### src/rtl/regress_monitor.sv
// Regression checker: shadows bus writes to N expected addresses, ends a run on a self-jump halt or timeout, registers a PASS/FAIL verdict.
// Optional REGRESS_MONITOR_TRACE_EN captures the lowest failing entry index and its shadow value.
module regress_monitor #(
    parameter int ADDR_WIDTH     = 16,
    parameter int DATA_WIDTH     = 8,
    parameter int NUM_CHECKS     = 4,
    parameter int TIMEOUT_CYCLES = 150,
    parameter int HALT_REPEAT    = 2,
    parameter int CNT_WIDTH      = 16,
    localparam int IDX_W         = (NUM_CHECKS > 1) ? $clog2(NUM_CHECKS) : 1
) (
    input  logic                  ph2,
    input  logic                  reset,
    input  logic                  cfg_we,
    input  logic [IDX_W-1:0]      cfg_idx,
    input  logic [ADDR_WIDTH-1:0] cfg_addr,
    input  logic [DATA_WIDTH-1:0] cfg_data,
    input  logic                  cfg_valid,
    input  logic                  start,
    input  logic [ADDR_WIDTH-1:0] bus_addr,
    input  logic [DATA_WIDTH-1:0] bus_wdata,
    input  logic                  bus_we,
    input  logic                  bus_fetch,
    output logic                  done,
    output logic                  pass,
    output logic                  fail,
    output logic [1:0]            fail_code,
    output logic [NUM_CHECKS-1:0] written_mask,
    output logic [CNT_WIDTH-1:0]  cycle_count,
    output logic [IDX_W-1:0]      fail_idx,
    output logic [DATA_WIDTH-1:0] fail_data
);
    localparam int RC_W = $clog2(HALT_REPEAT + 1);

    typedef enum logic [1:0] {S_IDLE, S_RUN, S_DONE} state_t;

    state_t                                 state_q, state_d;
    logic [NUM_CHECKS-1:0][ADDR_WIDTH-1:0]  tbl_addr_q, tbl_addr_d;
    logic [NUM_CHECKS-1:0][DATA_WIDTH-1:0]  tbl_data_q, tbl_data_d;
    logic [NUM_CHECKS-1:0]                  tbl_vld_q, tbl_vld_d;
    logic [NUM_CHECKS-1:0][DATA_WIDTH-1:0]  shadow_q, shadow_d;
    logic [NUM_CHECKS-1:0]                  written_q, written_d;
    logic [ADDR_WIDTH-1:0]                  last_addr_q, last_addr_d;
    logic [RC_W-1:0]                        rep_cnt_q, rep_cnt_d;
    logic [CNT_WIDTH-1:0]                   cyc_cnt_q, cyc_cnt_d;
    logic                                   done_q, done_d;
    logic                                   pass_q, pass_d;
    logic                                   fail_q, fail_d;
    logic [1:0]                             code_q, code_d;
    logic                                   halt_evt, tout_evt, any_vld, any_bad;
`ifdef REGRESS_MONITOR_TRACE_EN
    logic [IDX_W-1:0]                       fidx_q, fidx_d, bad_idx;
    logic [DATA_WIDTH-1:0]                  fdata_q, fdata_d, bad_dat;
`endif

    always_comb begin
        state_d     = state_q;
        tbl_addr_d  = tbl_addr_q;
        tbl_data_d  = tbl_data_q;
        tbl_vld_d   = tbl_vld_q;
        shadow_d    = shadow_q;
        written_d   = written_q;
        last_addr_d = last_addr_q;
        rep_cnt_d   = rep_cnt_q;
        cyc_cnt_d   = cyc_cnt_q;
        done_d      = done_q;
        pass_d      = pass_q;
        fail_d      = fail_q;
        code_d      = code_q;
        halt_evt    = 1'b0;
        tout_evt    = 1'b0;
        any_vld     = 1'b0;
        any_bad     = 1'b0;
`ifdef REGRESS_MONITOR_TRACE_EN
        fidx_d      = fidx_q;
        fdata_d     = fdata_q;
        bad_idx     = '0;
        bad_dat     = '0;
`endif
        case (state_q)
            S_IDLE, S_DONE: begin
                if (cfg_we && (32'(cfg_idx) < NUM_CHECKS)) begin
                    tbl_addr_d[cfg_idx] = cfg_addr;
                    tbl_data_d[cfg_idx] = cfg_data;
                    tbl_vld_d[cfg_idx]  = cfg_valid;
                end
                if (start) begin
                    state_d     = S_RUN;
                    shadow_d    = '0;
                    written_d   = '0;
                    last_addr_d = '0;
                    rep_cnt_d   = '0;
                    cyc_cnt_d   = '0;
                    done_d      = 1'b0;
                    pass_d      = 1'b0;
                    fail_d      = 1'b0;
                    code_d      = 2'd0;
`ifdef REGRESS_MONITOR_TRACE_EN
                    fidx_d      = '0;
                    fdata_d     = '0;
`endif
                end
            end
            S_RUN: begin
                for (int i = 0; i < NUM_CHECKS; i++) begin
                    if (tbl_vld_q[i] && bus_we && (tbl_addr_q[i] == bus_addr)) begin
                        shadow_d[i]  = bus_wdata;
                        written_d[i] = 1'b1;
                    end
                end
                // rep_cnt of zero means no fetch seen yet this run
                if (bus_fetch) begin
                    if ((rep_cnt_q != '0) && (bus_addr == last_addr_q))
                        rep_cnt_d = rep_cnt_q + RC_W'(1);
                    else
                        rep_cnt_d = RC_W'(1);
                    last_addr_d = bus_addr;
                end
                halt_evt = bus_fetch && (rep_cnt_d == RC_W'(HALT_REPEAT));
                tout_evt = !halt_evt && (cyc_cnt_q == CNT_WIDTH'(TIMEOUT_CYCLES - 1));

                // Judge against the _d shadows so a write in the halt cycle counts
                for (int i = NUM_CHECKS - 1; i >= 0; i--) begin
                    if (tbl_vld_q[i]) begin
                        any_vld = 1'b1;
                        if (!written_d[i] || (shadow_d[i] != tbl_data_q[i])) begin
                            any_bad = 1'b1;
`ifdef REGRESS_MONITOR_TRACE_EN
                            bad_idx = IDX_W'(i);
                            bad_dat = shadow_d[i];
`endif
                        end
                    end
                end

                if (halt_evt || tout_evt) begin
                    state_d = S_DONE;
                    done_d  = 1'b1;
                    if (tout_evt) begin
                        fail_d = 1'b1;
                        code_d = 2'd2;
                    end else if (!any_vld) begin
                        fail_d = 1'b1;
                        code_d = 2'd3;
                    end else if (any_bad) begin
                        fail_d = 1'b1;
                        code_d = 2'd1;
`ifdef REGRESS_MONITOR_TRACE_EN
                        fidx_d  = bad_idx;
                        fdata_d = bad_dat;
`endif
                    end else begin
                        pass_d = 1'b1;
                    end
                end else if (cyc_cnt_q != '1) begin
                    cyc_cnt_d = cyc_cnt_q + CNT_WIDTH'(1);
                end
            end
            default: state_d = S_IDLE;
        endcase
    end

    always_ff @(posedge ph2 or posedge reset) begin
        if (reset) begin
            state_q     <= S_IDLE;
            tbl_addr_q  <= '0;
            tbl_data_q  <= '0;
            tbl_vld_q   <= '0;
            shadow_q    <= '0;
            written_q   <= '0;
            last_addr_q <= '0;
            rep_cnt_q   <= '0;
            cyc_cnt_q   <= '0;
            done_q      <= 1'b0;
            pass_q      <= 1'b0;
            fail_q      <= 1'b0;
            code_q      <= 2'd0;
`ifdef REGRESS_MONITOR_TRACE_EN
            fidx_q      <= '0;
            fdata_q     <= '0;
`endif
        end else begin
            state_q     <= state_d;
            tbl_addr_q  <= tbl_addr_d;
            tbl_data_q  <= tbl_data_d;
            tbl_vld_q   <= tbl_vld_d;
            shadow_q    <= shadow_d;
            written_q   <= written_d;
            last_addr_q <= last_addr_d;
            rep_cnt_q   <= rep_cnt_d;
            cyc_cnt_q   <= cyc_cnt_d;
            done_q      <= done_d;
            pass_q      <= pass_d;
            fail_q      <= fail_d;
            code_q      <= code_d;
`ifdef REGRESS_MONITOR_TRACE_EN
            fidx_q      <= fidx_d;
            fdata_q     <= fdata_d;
`endif
        end
    end

    assign done         = done_q;
    assign pass         = pass_q;
    assign fail         = fail_q;
    assign fail_code    = code_q;
    assign written_mask = written_q;
    assign cycle_count  = cyc_cnt_q;
`ifdef REGRESS_MONITOR_TRACE_EN
    assign fail_idx     = fidx_q;
    assign fail_data    = fdata_q;
`else
    assign fail_idx     = '0;
    assign fail_data    = '0;
`endif
endmodule

### config.mk
export PLATFORM = sky130hd
export DESIGN_NAME = regress_monitor
export DESIGN_NICKNAME = d
export VERILOG_FILES = /design/src/rtl/regress_monitor.sv
export SDC_FILE = /design/constraint.sdc
export NUM_CORES = 1
export LEC_CHECK = 0
export BUFFER_PORTS_ARGS = -buffer_cell sky130_fd_sc_hd__buf_2
export CORE_MARGIN = 3
export CORE_UTILIZATION = 44
export DETAILED_ROUTE_END_ITERATION = 12
export PLACE_DENSITY = 0.71
export RECOVER_POWER = 100
export SYNTH_ARGS = -nofsm -noshare
export SYNTH_HDL_FRONTEND = slang
export SYNTH_SLANG_ARGS = --single-unit
### constraint.sdc
create_clock -name ph2 -period 6.89 [get_ports ph2]
set_input_delay 1.378 -clock ph2 [delete_from_list [all_inputs] [get_ports ph2]]
set_output_delay 1.378 -clock ph2 [all_outputs]
set_load 0.005 [all_outputs]
### Word level (Yosys, flattened, before mapping)

Index checks and enable logic that the tools add are counted.

| storage, ports and cells | value |
|---|---|
| register bits | 177 |

| cells by class | value |
|---|---|
| magnitude comparators | 2 |
| mux-type cells | 75 |
| equality and inequality tests | 23 |
| $add $sub $neg | 2 |
| reductions and logical operators | 34 |

Operators with widths:

| cell | count |
|---|---|
| $eq 16x16->1 | 5 |
| $mux 16 | 5 |
| $mux 8 | 9 |
| $bwmux 64 | 1 |
| $pmux 16 s2 | 2 |
| $pmux 32 s2 | 1 |
| $mux 1 | 33 |
| $bwmux 32 | 1 |
| $demux 16 s2 | 1 |
| $mux 32 | 1 |
| $ne 8x8->1 | 4 |
| $mux 2 | 10 |
| $add 16x1->16 const B | 1 |
| $demux 8 s2 | 1 |
| $eq 16x8->1 const B | 1 |
| $ne 16x16->1 const B | 1 |
| $ne 2x2->1 const B | 8 |
| $logic_and 1x1->1 | 12 |
| $pmux 2 s2 | 3 |
| $pmux 4 s2 | 1 |
| $reduce_and 4->1 | 2 |
| $pmux 1 s2 | 3 |
| $reduce_and 2->1 | 3 |
| $reduce_and 3->1 | 2 |
| 15 further kinds | 25 |

### Longest topological paths before layout

Gate-level depths: netlist of run 1.

| depth | value |
|---|---|
| depth in word-level cells | 20 |
| depth in mapped cells | 12 |

### Worst setup path after synthesis of run 1

OpenSTA, ideal clock, no wires.

| path | value |
|---|---|
| path kind | input-to-reg |
| from | in bus_addr[14] |
| to | reg code_q[0], in the netlist fail_code[0] |
| cell stages on the path | 10 |
| buffers on the path | 1 |
| arrival | 3.411 ns |
| slack | 3.354 ns |
| library setup time | 0.125 ns |
| path through | buf_2 xor2_1 nor4_1 nand4_1 nor3_4 mux2i_1 xnor2_1 o41ai_2 a211oi_1 o21bai_1 |

| between the ends | value |
|---|---|
| cells in the longest elaborated chain, start to end | 17 |
| elaborated cells on any way between the ends | 61 |

Ends and longest elaborated chain:

| what | line | RTL |
|---|---|---|
| start: declaration | 20 | `input logic [ADDR_WIDTH-1:0] bus_addr,` |
| $eq 16x16->1 | 106 | `if (tbl_vld_q[i] && bus_we && (tbl_addr_q[i] == bus_addr)) begin` |
| $logic_and 1x1->1 | 106 |  |
| $mux 8 / $mux 1 (equally long branches) | 106 |  |
| $mux 8 / $mux 1 (equally long branches) | 80 | `case (state_q)` |
| $ne 8x8->1 / $logic_not 1->1 (equally long branches) | 126 | `if (!written_d[i] \|\| (shadow_d[i] != tbl_data_q[i])) begin` |
| $logic_or 1x1->1 | 126 |  |
| $mux 1 | 126 |  |
| $mux 1 | 124 | `if (tbl_vld_q[i]) begin` |
| $mux 1 | 126 |  |
| $mux 1 | 124 |  |
| $mux 1 | 126 |  |
| $mux 1 | 124 |  |
| $mux 1 | 126 |  |
| $mux 1 | 124 |  |
| $mux 1 | 80 |  |
| $ne 4x4->1 (no line) | n/a |  |
| $reduce_and 4->1 (no line) | n/a |  |
| end signal: assignment | 195 | `code_q <= code_d;` |
| end: declaration | 49 | `logic [1:0] code_q, code_d;` |

Several ways; a longest one is shown, not always the timed one. The select of a mux whose other input is x is not followed.
A chain may end at the register's enable or synchronous reset.

### Worst setup path in the final report of run 1

| path | value |
|---|---|
| from | in cfg_idx[0] |
| to | reg tbl_addr_q[30] (netlist name) |

| between the ends | value |
|---|---|
| cells in the longest elaborated chain, start to end | 5 |
| elaborated cells on any way between the ends | 6 |

Ends and longest elaborated chain:

| what | line | RTL |
|---|---|---|
| start: declaration | 15 | `input logic [IDX_W-1:0] cfg_idx,` |
| $lt 2x3->1 (implied by the code) / $ge 2x1->1 (equally long branches) | 83 | `tbl_addr_d[cfg_idx] = cfg_addr;` |
| $logic_and 1x1->1 (implied by the code) | 83 |  |
| $mux 16 (implied by the code) | 83 |  |
| $demux 16 s2 * | 83 |  |
| $bwmux 64 * | 83 |  |
| end signal: assignment | 184 | `tbl_addr_q <= tbl_addr_d;` |
| end: declaration | 38 | `logic [NUM_CHECKS-1:0][ADDR_WIDTH-1:0] tbl_addr_q, tbl_addr_d;` |

Every way passes the cells marked *; elsewhere a longest branch is shown, timed or not.

==> flow_metrics.py, run 1 <==
metrics = {
    "outcome": {
        "outcome": "finished, violations left",
        "failing_checks": "capacitance limit, slew limit",
    },
    "routing": {
        "drcViolationCount": 0,
        "drt-initial-drc-count": 408,
        "ant_nets": 0,
        "wl_per_cell_um": 19.5,
        "dr.pass1.iters": 5,
        "drt-total-wl_um": 23700,
        "routed-via-count": 6737,
        "routed_via_density": 5.54,
    },
    "sta": {
        "fin_crit_ns": 4.42,
        "timing.fmax_mhz": 226,
        "timing_max_transition_violations_final": 145,
        "whs_ns": 0.489,
        "final-setup-viol-count": 0,
        "hold_viol": 0,
        "grt_setup_unrepaired": "no",
        "fin_worst_skew_ns": 0.0129,
        "fin_setup_tns_ns": 0,
        "period_share_pct": 64.2,
        "worst_pin_slew_ns": 2.94,
        "slew_headroom_pct": -97.4,
    },
    "setup_path": {
        "crit_path_capture_type": "flip-flop",
        "critical-path-top-cell-by-count": "clkbuf_1",
        "crit_path_cell_chain": "clkbuf_1 -> nor4bb_1 -> clkbuf_1 -> mux2_2",
        "worst-endpoint-required_ns": 7.20,
        "crit_arrival_ns": 4.73,
        "critical_path.slowest_cell": "nor4bb_1",
        "critical_path.startpoint_type": "input pin",
        "setup_cp_type": "input pin to flip-flop",
        "critical-path-max-stage-delay_ns": 1.69,
        "maximum_fanout_along_the_worst_path": 17,
        "critical_path.n_buffers_inverters": 2,
        "critPathTopFamily": "simple AND/OR/NAND/NOR gates",
    },
    "synthesis": {
        "synth_seq_area_share_pct": 47.6,
        "synth.cell_area_mm2": 0.00931,
        "synth.yosys.warnings": 0,
        "synth-seq-cells": 177,
        "synth_edf_count": 0,
        "synth_ff_type": "dfrtp_1",
        "asyncSetResetFlopFracSynth_pct": 100,
        "synthesis.area_per_instance_um2": 10.7,
        "yosysUniqueCellTypes": 72,
        "post_synthesis_instance_total": 874,
    },
    "clock_network": {
        "maximum_buffer_depth_of_the_clock_tree": 2,
        "ctsHtreeMaxLevel": 4,
        "insertion_delay_ns": 0.44,
        "cts.root.buffer_cell": "clkbuf_16",
        "tritoncts": "built",
        "tritoncts_num_sinks": 177,
        "cts_made_buffers": 17,
        "cts_hold_repair.buffers": 0,
        "clkSlewWorstSetupHoldPaths_ns": 0.07,
        "post-cts-setup-buffers": 0,
        "cts_repair_resize_count": 0,
    },
    "placed_design": {
        "portBuffers": 81,
        "placed_area_mm2": 0.00985,
        "place.detailed.hpwl_um": 16700,
        "routabilityCongestion": 0.860,
        "post-place-cells": 1183,
    },
    "power_and_ir_drop": {
        "static-leakage-power_uw": 0.00454,
        "power_uw": 3150,
        "power.density_cell_area_mw_per_mm2": 305,
        "vdd_ir_drop_max_v": 0.000176,
    },
    "global_route": {
        "grt.busiest_layer": "met2",
        "antenna_violations_before_repair": 0,
        "m2_gr_usage_pct": 34.9,
        "grt_util_met1_pct": 29.8,
        "vias_in_the_first_global_route": 6736,
        "grt_start_max_net_pins": 77,
        "grt.overflow.total": 0,
        "globalRouteMet3Util_pct": 4.94,
        "groute.usage.overall_pct": 21.7,
        "wire_length_of_the_first_global_routing_pass_um": 37700,
    },
    "run": {
        "number_of_max_cap_violations": 5,
    },
    "floorplanning": {
        "rows": 52,
        "initial_core_utilization_pct": 45.4,
        "fp.coreArea_mm2": 0.0205,
        "floorplan.die_area_mm2": 0.0229,
        "die_height_um": 151,
        "die_width_um": 151,
        "ios": 92,
    },
    "layout": {
        "final_layout_size_suffix_gt1_share_pct": 22.1,
        "fin_cells": 1215,
        "final_common_cell": "dfrtp_1",
        "design.final.nets": 992,
        "finish.instance_area_mm2": 0.0103,
        "fillers": 1898,
        "antennaDiodeCount": 0,
        "layout.cells.most_common_list": "dfrtp_1 (177), nand2_1 (120), mux2_2 (92)",
        "area_delta_synth_final_pct": 10.7,
    },
    "hold_path": {
        "hold_class": "flip-flop to flip-flop",
    },
}
==> path summary, 6_finish.rpt <==
check,depth (start not counted),slack [ns],to,start
max,4,2.47,tbl_addr_q[30],cfg_idx[0]
min,2,0.49,done,done
max reg2reg,3,3.07,tbl_addr_q[30],state_q[0]
min reg2reg,2,0.49,done,done
max in group asynchronous,3,3.14,cycle_count[15],reset
min in group asynchronous,2,1.78,tbl_addr_q[42],reset
==> layout make-up <==
class,count,area [um^2],share of cell area [%]
Clock buffer,18,429,4.17
Clock inverter,14,154,1.49
Inverter,28,106,1.03
Multi-Input combinational cell,618,4420,42.9
Sequential cell,177,4430,43.0
Tap cell,270,338,3.28
Timing Repair Buffer,90,428,4.15
==> state kept, by name, summed over array words and instances (netlist names) <==
name / flops
tbl_addr_q: 64
shadow_q: 32
tbl_data_q: 32
cycle_count: 16
last_addr_q: 16
tbl_vld_q: 4
written_mask: 4
fail_code: 2
rep_cnt_q: 2
state_q: 2
done: 1
fail: 1
pass: 1
==> worst register-to-register path, stage by stage, from the launching register on <==
cell      delay [ns]
dfrtp_1         0.50
nor4bb_1        1.76
clkbuf_1        1.00
mux2_2          0.45
==> routing by layer <==
layer	vias to the layer above	wire, um
met4	0	367
met1	3411	10500
met5	-	0
met3	25	1340
li1	3099	-
met2	202	11500
==> cell usage after synthesis, types with 3 or more instances <==
library cell / count / area, um^2
buf_6: 8 / 90.1
mux2_2: 94 / 1060
o22ai_1: 4 / 25.0
nor2_1: 30 / 113
buf_4: 12 / 90.1
xnor2_1: 53 / 464
or3_1: 7 / 43.8
o21ai_0: 51 / 255
a21oi_1: 10 / 50.1
buf_2: 12 / 60.1
xor2_2: 4 / 65.1
nor4_4: 4 / 85.1
nor4bb_1: 3 / 30.0
clkbuf_1: 26 / 97.6
nand3_1: 34 / 170
nand4_1: 16 / 100
and2_1: 6 / 37.5
nor3_1: 6 / 30.0
mux2i_1: 7 / 70.1
ha_1: 3 / 37.5
inv_1: 28 / 105
nor4_2: 3 / 37.5
nand2_1: 120 / 450
and3_1: 6 / 37.5
o221ai_1: 3 / 26.3
xor2_1: 72 / 631
dfrtp_1: 177 / 4430
nor4_1: 17 / 106
==> power by group <==
| group | switching [uW] | internal [uW] |
|---|---|---|
| clock network | 440 | 540 |
| logic | 353 | 353 |
| registers | 200 | 1260 |
==> kinds of logic after synthesis <==
family,count (synthesis),synth area share [%]
fa+ha+maj,3,0.403
compound gates,96,6.42
mux,101,12.1
simple gates,279,16.0
flops,177,47.6
buf+inv,88,4.95
xor+xnor,129,12.5
other cells,1,0.0403
==> metrics by stage <==
stage / utilization [%] / setup slack, ns
2_1_floorplan: - / 0.710
3_3_place_gp: 48.1 / 2.99
3_5_place_dp: 48.1 / 2.96
4_1_cts: 50.9 / 3.43
5_1_grt: 50.3 / 2.21
6_report: 50.3 / 2.47
No activity file was read; power rests on OpenSTA's default activity.
==> run 2: changes to the inputs <==
--- a/config.mk
+++ b/config.mk
@@ -5,11 +5,12 @@
 export SDC_FILE = /design/constraint.sdc
 export NUM_CORES = 1
 export LEC_CHECK = 0
+export ABC_AREA = 1
 export BUFFER_PORTS_ARGS = -buffer_cell sky130_fd_sc_hd__buf_2
 export CORE_MARGIN = 3
 export CORE_UTILIZATION = 44
 export DETAILED_ROUTE_END_ITERATION = 12
-export PLACE_DENSITY = 0.71
+export PLACE_DENSITY = 0.73
 export RECOVER_POWER = 100
 export SYNTH_ARGS = -nofsm -noshare
 export SYNTH_HDL_FRONTEND = slang
==> constraint.sdc (replaced) <==
create_clock -name ph2 -period 4 [get_ports ph2]
set_input_delay 0.8 -clock ph2 [delete_from_list [all_inputs] [get_ports ph2]]
set_output_delay 0.8 -clock ph2 [all_outputs]
set_load 0.005 [all_outputs]
==> flow_metrics.py, run 2 <==
metrics = {
    "clock_network": {
        "cts_made_buffers": 17,
        "insertion_delay_ns": 0.43,
        "post-cts-setup-buffers": 0,
        "cts_hold_repair.buffers": 0,
        "maximum_buffer_depth_of_the_clock_tree": 2,
        "cts.root.buffer_cell": "clkbuf_16",
        "tritoncts": "built",
        "ctsHtreeMaxLevel": 4,
        "tritoncts_num_sinks": 177,
        "cts_repair_resize_count": 0,
        "clkSlewWorstSetupHoldPaths_ns": 0.07,
    },
    "sta": {
        "grt_setup_unrepaired": "no",
        "timing_max_transition_violations_final": 331,
        "hold_viol": 0,
        "fin_worst_skew_ns": 0.0108,
        "period_share_pct": 81.3,
        "slew_headroom_pct": -60.8,
        "timing.fmax_mhz": 307,
        "worst_pin_slew_ns": 2.41,
        "fin_setup_tns_ns": 0,
        "fin_crit_ns": 3.25,
        "final-setup-viol-count": 0,
    },
    "synthesis": {
        "post-synth-top-count-cell": "nand2_1",
        "synthesis.area_per_instance_um2": 6.96,
        "post_synth_and_or_nand_nor_area_fraction_pct": 34.2,
        "synth_commonest_cells": "nand2_1 (551), inv_1 (185), dfrtp_1 (177), o21ai_0 (133), nor2_1 (103)",
        "synth-xor-area-share_pct": 2.26,
        "yosysUniqueCellTypes": 44,
        "synth_edf_count": 0,
        "synth_ff_type": "dfrtp_1",
        "synth.yosys.warnings": 0,
        "post_synthesis_instance_total": 1497,
        "asyncSetResetFlopFracSynth_pct": 100,
        "yosys-top-cells-area": "dfrtp_1 (42%), nand2_1 (20%), inv_1 (6.7%)",
        "synth-compound-area-share_pct": 10.5,
        "portion_of_netlist_area_occupied_by_mux_cells_pct": 0,
        "synth-seq-cells": 177,
        "synth_seq_area_share_pct": 42.5,
        "main_combinational_cell_family_by_area_after_synthesis": "simple AND/OR/NAND/NOR gates",
        "synth-adder-area-share_pct": 0.360,
        "synth.cell_area_mm2": 0.0104,
        "synth.largest_area_cell": "dfrtp_1",
        "yosysTopAreaCellShare_pct": 42.5,
    },
    "layout": {
        "max_flop_register": "tbl_addr_q",
        "final_core_util_pct": 50.3,
        "area_delta_synth_final_pct": 10.9,
        "sequential_cell_area_in_the_final_layout_mm2": 0.00443,
        "largest_reg_flops": 64,
        "multiInputGateArea_mm2": 0.00495,
        "fillers": 2310,
        "biggest_regs": "tbl_addr_q: 64 flops, shadow_q: 32 flops, tbl_data_q: 32 flops",
        "final_layout_size_suffix_gt1_share_pct": 10.4,
        "design.final.nets": 1623,
        "antennaDiodeCount": 0,
        "final_common_cell": "nand2_1",
        "layout.cells.most_common_list": "nand2_1 (553), inv_1 (186), dfrtp_1 (177)",
    },
    "outcome": {
        "failing_checks": "capacitance limit, slew limit",
        "outcome": "finished, violations left",
    },
    "hold_path": {
        "timing.hold.worst_endpoint": "shadow_q[17]",
        "min-delay-start": "shadow_q[17]",
        "hold_class": "flip-flop to flip-flop",
        "whs_path_depth": 2,
    },
    "routing": {
        "wl_per_cell_um": 17.7,
        "routed_via_density": 5.30,
        "routed-via-count": 9993,
        "drt-total-wl_um": 33400,
        "drcViolationCount": 0,
        "ant_nets": 0,
        "dr.pass1.iters": 6,
        "drt-initial-drc-count": 904,
    },
    "floorplanning": {
        "floorplan.die_area_mm2": 0.0256,
        "die_width_um": 160,
        "die_height_um": 160,
        "initial_core_utilization_pct": 45.4,
        "fp.coreArea_mm2": 0.0230,
        "rows": 55,
        "ios": 92,
    },
    "setup_path": {
        "worst-endpoint-required_ns": 4.37,
        "maximum_fanout_along_the_worst_path": 8,
        "crit_arrival_ns": 3.62,
        "r2r_cells": 14,
        "crit_path_capture_type": "flip-flop",
        "r2r_start": "rep_cnt_q[0]",
        "setup_cp_type": "input pin to flip-flop",
        "reg2reg_to": "cycle_count[13]",
        "critical_path.startpoint_type": "input pin",
        "timing.reg2reg.setup_slack_ns": 0.90,
    },
    "power_and_ir_drop": {
        "power.density_cell_area_mw_per_mm2": 652,
        "vdd_ir_drop_max_v": 0.000296,
        "static-leakage-power_uw": 0.00603,
    },
    "placed_design": {
        "routabilityCongestion": 1.03,
        "portBuffers": 81,
        "place.detailed.hpwl_um": 25100,
    },
    "run": {
        "number_of_max_cap_violations": 4,
    },
    "global_route": {
        "wire_length_of_the_first_global_routing_pass_um": 53400,
        "grt_start_max_net_pins": 178,
        "grt.overflow.total": 0,
        "antenna_violations_before_repair": 0,
        "groute.usage.overall_pct": 26.6,
        "vias_in_the_first_global_route": 9573,
    },
}
[run 2: layer usage]
metal	global-route usage, %	routed length (um)	vias up	share of wire [%]
met3	5.34	2460	64	7.4
met2	39.6	14400	386	43
met4	8.52	929	0	2.8
met5	0	0	-	0
li1	-	-	4851	-
met1	39.0	15600	4692	47
[run 2: worst max-delay path by stage]
stage	start	to	slack, ns	depth (start not counted)
global placement	bus_addr[10]	cycle_count[8]	0.75	12
global route	bus_addr[8]	fail_code[0]	0.46	19
detailed placement	bus_addr[5]	fail_code[0]	0.74	19
floorplan	reset	cycle_count[0]	0.93	1
CTS	bus_addr[0]	fail_code[1]	1.19	21
finish	bus_addr[8]	fail_code[1]	0.75	19
[run 2: cell families (layout without fill, tap and decap cells)]
family                   count (synthesis)  after routing
AO/OA/AOI/OAI                          201            201
XOR/XNOR                                26             26
adder cells (fa/ha/maj)                  3              3
buffers and inverters                  258            326
flip-flops                             177            177
other                                    1             10
AND/OR/NAND/NOR                        831            831
[run 2: critical path, cell delays in order]
cell      delay [ns]
clkbuf_1        0.34
inv_1           0.15
nand2_1         0.13
nand4_1         0.15
nor2_1          0.63
nand3_4         0.22
nor2_1          0.20
o21ai_1         0.09
nand2_1         0.06
nand2_1         0.07
nor2_1          0.10
nand2_1         0.08
nand2_1         0.08
nand2_2         0.09
nor2_4          0.15
nand2_4         0.08
nand2_4         0.07
nand3_1         0.07
nand2_1         0.06
[run 2: area by class of cell]
type / instances / share of cell area (%)
inverters: 206 / 6.72
repair buffers: 90 / 3.83
clock inverters: 9 / 0.855
clock buffers: 21 / 4.07
flip-flops and latches: 177 / 38.3
well taps: 313 / 3.39
multi-input cells: 1071 / 42.8
[run 2: where the power goes]
group          switching (uW)  internal (uW)
sequential                639           2420
clock                     735            913
combinational            1930            906
total                    3300           4240
[run 2: metrics by stage]
stage / cells / hold slack (ns) / power, uW / setup slack, ns / instance area, um^2
5_1_grt: 1887 / 0.506 / 8120 / 0.457 / 11600
3_3_place_gp: 1857 / 0.461 / 5810 / 0.751 / 11100
3_5_place_dp: 1857 / 0.467 / 5860 / 0.745 / 11100
4_1_cts: 1887 / 0.487 / 7530 / 1.19 / 11600
2_1_floorplan: 1506 / 0.449 / 4870 / 0.933 / 10500
6_report: 1887 / 0.487 / 7540 / 0.747 / 11600
